$ cat src/rtl/bcp_dispatcher.sv
// bcp_dispatcher: walks one variable's clause-table range into the BCP pipeline,
// keeping at most PIPE_DEPTH clauses in flight, and merges the returned conflict flags.
module bcp_dispatcher #(
    parameter int PIPE_DEPTH        = 4,
    parameter int OUT_BITS          = 4,
    parameter int MAX_VARS_BITS     = 8,
    parameter int CLAUSE_TABLE_BITS = 8
) (
    input  logic                         clock,
    input  logic                         reset,
    input  logic                         bcp_en,
    input  logic [MAX_VARS_BITS-1:0]     var_in,
    input  logic                         abort,
    output logic                         read_var_start_end,
    output logic [MAX_VARS_BITS-1:0]     var_in_vse,
    input  logic [CLAUSE_TABLE_BITS-1:0] start_clause,
    input  logic [CLAUSE_TABLE_BITS-1:0] end_clause,
    output logic                         issue_valid,
    output logic [CLAUSE_TABLE_BITS-1:0] issue_idx,
    input  logic                         issue_ready,
    input  logic                         res_valid,
    input  logic                         res_conflict,
    output logic                         bcp_busy,
    output logic                         conflict,
    output logic                         done
);

    localparam logic [2:0] S_IDLE   = 3'd0;
    localparam logic [2:0] S_LOOKUP = 3'd1;
    localparam logic [2:0] S_ISSUE  = 3'd2;
    localparam logic [2:0] S_DRAIN  = 3'd3;
    localparam logic [2:0] S_DONE   = 3'd4;

    localparam logic [OUT_BITS-1:0]          DEPTH   = OUT_BITS'(PIPE_DEPTH);
    localparam logic [OUT_BITS-1:0]          OUT_ONE = OUT_BITS'(1);
    localparam logic [CLAUSE_TABLE_BITS-1:0] IDX_ONE = CLAUSE_TABLE_BITS'(1);

    logic [2:0]                   state;
    logic [2:0]                   state_next;
    logic [CLAUSE_TABLE_BITS-1:0] cur;
    logic [CLAUSE_TABLE_BITS-1:0] end_idx;
    logic [MAX_VARS_BITS-1:0]     var_q;
    logic [OUT_BITS-1:0]          outstanding;
    logic                         conflict_q;
    logic                         can_issue;
    logic                         handshake;
    logic                         retire;
    logic                         in_run;

    // The issue gate looks only at registered state: no same-cycle credit from a retiring result.
    assign can_issue = (state == S_ISSUE) && (outstanding < DEPTH) && !conflict_q;
    assign handshake = can_issue && issue_ready;
    assign retire    = res_valid && (outstanding != '0);
    assign in_run    = (state == S_LOOKUP) || (state == S_ISSUE) || (state == S_DRAIN);

    always_comb begin
        state_next = state;
        case (state)
            S_IDLE:   if (bcp_en) state_next = S_LOOKUP;
            S_LOOKUP: state_next = (start_clause >= end_clause) ? S_DONE : S_ISSUE;
            S_ISSUE:  if (conflict_q || (handshake && ((cur + IDX_ONE) == end_idx)))
                          state_next = S_DRAIN;
            S_DRAIN:  if ((outstanding == '0) && !res_valid) state_next = S_DONE;
            S_DONE:   state_next = S_IDLE;
            default:  state_next = S_IDLE;
        endcase
        if (abort) state_next = S_IDLE;
    end

    always_ff @(posedge clock) begin
        if (reset) begin
            state       <= S_IDLE;
            cur         <= '0;
            end_idx     <= '0;
            var_q       <= '0;
            outstanding <= '0;
            conflict_q  <= 1'b0;
        end else begin
            state <= state_next;
            if (abort) begin
                outstanding <= '0;
                conflict_q  <= 1'b0;
            end else begin
                if (handshake && !retire)
                    outstanding <= outstanding + OUT_ONE;
                else if (!handshake && retire)
                    outstanding <= outstanding - OUT_ONE;
                if (in_run && res_valid && res_conflict)
                    conflict_q <= 1'b1;
                if (state == S_LOOKUP) begin
                    cur     <= start_clause;
                    end_idx <= end_clause;
                end
                if (handshake)
                    cur <= cur + IDX_ONE;
                // A new run starts clean; this overrides anything a stray result did above.
                if ((state == S_IDLE) && bcp_en) begin
                    var_q       <= var_in;
                    conflict_q  <= 1'b0;
                    outstanding <= '0;
                end
            end
        end
    end

    assign read_var_start_end = (state == S_LOOKUP) && !reset;
    assign var_in_vse         = var_q;
    assign issue_valid        = can_issue && !reset;
    assign issue_idx          = cur;
    assign bcp_busy           = (state != S_IDLE) && !reset;
    assign conflict           = conflict_q && !reset;
    assign done               = (state == S_DONE) && !reset && !abort;

endmodule

$ cat config.mk
export PLATFORM = sky130hd
export DESIGN_NAME = bcp_dispatcher
export DESIGN_NICKNAME = d
export VERILOG_FILES = /design/src/rtl/bcp_dispatcher.sv
export SDC_FILE = /design/constraint.sdc
export NUM_CORES = 1
export LEC_CHECK = 0
export BUFFER_PORTS_ARGS = -buffer_cell sky130_fd_sc_hd__buf_4
export CORE_UTILIZATION = 31
export DETAILED_ROUTE_END_ITERATION = 10
export SETUP_SLACK_MARGIN = 0.05
export SLEW_MARGIN = 30
export SYNTH_ARGS = -nofsm -noshare
export SYNTH_HDL_FRONTEND = slang
export SYNTH_SLANG_ARGS = --single-unit
$ cat constraint.sdc
create_clock -name clock -period 9.1 [get_ports clock]
set_input_delay 1.365 -clock clock [delete_from_list [all_inputs] [get_ports clock]]
set_output_delay 1.365 -clock clock [all_outputs]
set_load 0.1 [all_outputs]
Word-level counts from Yosys, hierarchy flattened. Cells that the tools add are included.

Add/sub/neg operators: 3. $lt $le $gt $ge: 2. Eq/ne operators: 8. Multiplexer cells: 9. Bitwise gates (word level): 1. Reduce and logical (&&, ||, !) cells: 38.

Operators by type and width (number): 1-bit logical AND (17); 8-bit 2-to-1 mux (2); 3-bit 2-to-1 mux (4); 3-bit case mux with 4 select lines (1); 8-bit by 1-bit adder with 8-bit output (second input constant) (1); 8-bit equality test (1); 8-bit >= comparator (1); 4-bit 2-to-1 mux (2); 3-bit by 2-bit equality test with 1-bit output (second input constant) (2); 1-bit zero test (6); 2-bit AND reduction (3); 4-bit by 1-bit adder with 4-bit output (second input constant) (1); 4-bit zero test (1); 4-bit by 3-bit < comparator with 1-bit output (second input constant) (1); 2-bit by 1-bit != test with 1-bit output (second input constant) (2); 2-bit nonzero test (2); 4-bit nonzero test (1); 4-bit by 1-bit subtractor with 4-bit output (second input constant) (1); 3-bit by 1-bit equality test with 1-bit output (second input constant) (1); 3-bit equality test (second input constant) (1); 3-bit zero test (1); 1-bit logical OR (3); 3-bit AND reduction (1); 3-bit nonzero test (1); other kinds (4) (4).

Register bits after elaboration: 32. Output and inout port bits: 21. Word-level logic and storage cells: 67.

Logic depth before layout (Yosys ltp).
Depth in word-level cells: 8. Depth in mapped cells: 14. Gate-level depth less buffers: 11.

Least setup slack after synthesis. No wires, ideal clock.

Kind: input to output. Start point: in reset. End point: out issue_valid. Arrival: 4.430 ns. Data required time: 7.735 ns. Path slack: 3.305 ns. Stages: 2. Buffers on the path: 1. Path through: clkbuf_1 > nor4_1.

Longest elaborated chain between the ends: 2.

Ends and longest elaborated chain: from (decl) (RTL line 10) `input logic reset,`; 1-bit zero test (RTL line 108) `assign issue_valid = can_issue && !reset;`; 1-bit logical AND (RTL line 108); to (decl) (RTL line 18) `output logic issue_valid,`.

No other way between the ends.

Worst setup path in the final report.
Start point: in issue_ready. End point: reg outstanding[3].

Longest elaborated chain between the ends: 4. Elaborated cells on any way between the ends: 6. Those cells by class: mux (1); reduce/logical (5).

Ends and longest elaborated chain: from (decl) (RTL line 20) `input logic issue_ready,`; 1-bit logical AND (*) (RTL line 52) `assign handshake = can_issue && issue_ready;`; 1-bit zero test (RTL line 86) `else if (!handshake && retire)`; 1-bit logical AND (RTL line 86); 2-bit nonzero test (no line); to (signal assigned) (RTL line 85) `outstanding <= outstanding + OUT_ONE;`; to (signal assigned) (RTL line 87) `outstanding <= outstanding - OUT_ONE;`; to (decl) (RTL line 43) `logic [OUT_BITS-1:0] outstanding;`.

Every way passes the cells marked *; elsewhere a longest branch is shown, timed or not. A chain may end at the register's enable or synchronous reset.

==> results.json <==
{
  "arrival_ns": 4.00,
  "place_inst": 359,
  "synth-main-ff-cell": "dfxtp_1",
  "synth_seq_cells": 32,
  "area_delta_synth_final_pct": 27.2,
  "die-width_um": 81.6,
  "worst_slew_pin_slew_ns": 0.973,
  "max-cap-violations": 0,
  "fp.dieH_um": 81.6,
  "crit_required_ns": 9.32,
  "grt_max_degree": 31,
  "grt_pass1_wl_mm": 8.00,
  "synth_fp_nets": 290,
  "ir_drop_uv": 69.3,
  "switchingPower_mw": 0.111,
  "place_congestion": 0.818,
  "combPwrFrac_pct": 21.6,
  "drive_gt1_share_pct": 23.3,
  "drt_pass1_iterations": 4,
  "fin_cells": 367,
  "cts_setup_buffers": 0,
  "power_frac_clock_pct": 37.1,
  "switching_share_pct": 30.3,
  "post-route-min-period_ns": 3.79,
  "max_slew_margin_pct": 34.6,
  "setup_tns_ns": 0,
  "yosys_warnings": 0,
  "synth_edf_count": 0,
  "p_per_area_nw_per_um2": 146,
  "numCtsBuffers": 5,
  "syn_avg_cell_area_um2": 7.99,
  "start_kind": "primary input",
  "cp_max_fo": 15,
  "p_leak_nw": 1.10,
  "fin_skew_ns": 0.00401,
  "antenna_found_initial": 0,
  "root_buffer": "clkbuf_8",
  "max_freq_ghz": 0.264,
  "via_per_inst": 4.96,
  "drtIter0Drc": 98,
  "async_reset_ff_share_pct": 0,
  "start_util_pct": 32.6,
  "clock_path_buffers": 2,
  "intPower_mw": 0.254,
  "clock_latency_ns": 0.28,
  "finalMaxSlewViolations": 0,
  "io_pins": 52,
  "synth_seq_area_share_pct": 32.6,
  "core_area_um2": 6030,
  "die_area_um2": 6660,
  "fin_crit_sh_pct": 41.6,
  "synthDistinctLibCells": 49,
  "h-tree-depth": 2,
  "rsz0062_at_grt": "false",
  "power_mw": 0.364,
  "antenna_cells": 0,
  "wl_mm": 4.87,
  "synthesis.instances": 246,
  "final_cell_mix": "buf_4 (52), dfxtp_1 (32), nand2_1 (30)",
  "outcome": "finished, final reports clean",
  "wl_per_cell_um": 13.3,
  "crit_path_end_kind": "flip-flop",
  "setup_viol": 0,
  "synth_area_um2": 1970,
  "ant_nets": 0,
  "cts_tree": "yes",
  "vias": 1822,
  "grt-ovfl-total": 0,
  "postCtsResizedCells": 0,
  "drc": 0,
  "track_usage_pct": 15.9,
  "fp-row-count": 28,
  "ctsHoldBuffers": 0,
  "final_util_pct": 41.5,
  "p_seq_share_pct": 41.3,
  "hpwl_mm": 3.66,
  "path_clk_slew_ns": 0.07,
  "cts_sinks": 32,
  "final_common_cell": "buf_4",
  "hold_viol": 0,
  "fin_nets": 335,
  "hold_class": "flip-flop to flip-flop",
  "port_buffers": 51,
  "grt_pass1_vias": 1725,
  "path_class": "primary input to flip-flop"
}
## state kept, by name (all words and copies together), names as in the netlist
name         count
state            3
outstanding      4
issue_idx        8
var_in_vse       8
conflict_q       1
end_idx          8
## cells by family after synthesis
kind of cell             synth area share, %
flip-flops                              32.6
XOR/XNOR                                4.90
AND/OR/NAND/NOR                         23.0
adder cells (fa/ha/maj)                 8.66
multiplexers                            6.30
buffers and inverters                   5.86
AO/OA/AOI/OAI                           18.7
## critical path, stage by stage
cell and delay, ns:
buf_4 0.11, or3b_2 0.19, or2_1 0.38, clkinv_1 0.38
ha_1 0.33, inv_1 0.12, ha_1 0.24, a21o_1 0.18
a21oi_1 0.17, xnor2_1 0.09, or3_1 0.31, a21oi_1 0.14
## power groups by stage
| stage | Clock (mW) | Sequential [mW] | Combinational, mW |
|---|---|---|---|
| 2_1_floorplan | 0 | 0.174 | 0.0349 |
| 3_3_place_gp | 0 | 0.154 | 0.0788 |
| 3_5_place_dp | 0 | 0.154 | 0.0793 |
| 4_1_cts | 0.139 | 0.150 | 0.0795 |
| 5_1_grt | 0.144 | 0.151 | 0.0854 |
| 6_report | 0.135 | 0.150 | 0.0789 |
## routing by layer
metal | part of all wire, % | GRT usage, %
met1 | 48 | 20.7
met2 | 47 | 26.3
met3 | 3.8 | 2.67
met4 | 0.86 | 5.79
met5 | 0 | 0
## final timing paths
| check | from | end | slack, ns | cells after the start |
|---|---|---|---|---|
| worst min-delay path | end_idx[5]$_SDFFE_PP0P_ | end_idx[5]$_SDFFE_PP0P_ | 0.47 | 2 |
| worst min register to register | end_idx[5]$_SDFFE_PP0P_ | end_idx[5]$_SDFFE_PP0P_ | 0.47 | 2 |
| worst max-delay path | issue_ready | outstanding[3]$_SDFFE_PP0P_ | 5.31 | 12 |
| worst max register to register | state[1]$_SDFFE_PP0P_ | outstanding[3]$_SDFFE_PP0P_ | 5.73 | 11 |
## cell type report
class                           instances  area, µm²
Fill cell                             637       3520
Multi-Input combinational cell        187       1220
Sequential cell                        32        641
Timing Repair Buffer                   52        390
Tap cell                               75       93.8
Clock buffer                            5       68.8
Inverter                               13       48.8
Clock inverter                          3       42.5
## Yosys cell counts (all sizes together) (4+ instances only)
| cell | count | area [µm²] |
|---|---|---|
| nor3 | 8 | 40.0 |
| a21oi | 16 | 80.1 |
| nand3 | 5 | 25.0 |
| or3 | 4 | 25.0 |
| nor2 | 26 | 97.6 |
| nand2 | 30 | 113 |
| o21ai | 10 | 50.1 |
| ha | 12 | 150 |
| xnor2 | 8 | 70.1 |
| a211oi | 4 | 30.0 |
| dfxtp | 32 | 641 |
| a21o | 4 | 30.0 |
| buf | 6 | 35.0 |
| and2 | 5 | 31.3 |
| inv | 12 | 45.0 |
| mux2i | 9 | 90.1 |
| clkbuf | 8 | 31.3 |
## through the flow
stage / area [µm²] / setup slack, ns / hold WS, ns
detailed placement: 2390 / 5.03 / 0.461
global placement: 2390 / 5.10 / 0.458
global route: 2500 / 5.11 / 0.487
finish: 2500 / 5.31 / 0.468
floorplan: 1970 / 3.30 / 0.448
CTS: 2500 / 5.33 / 0.471
No activity file was read; power rests on OpenSTA's default activity.
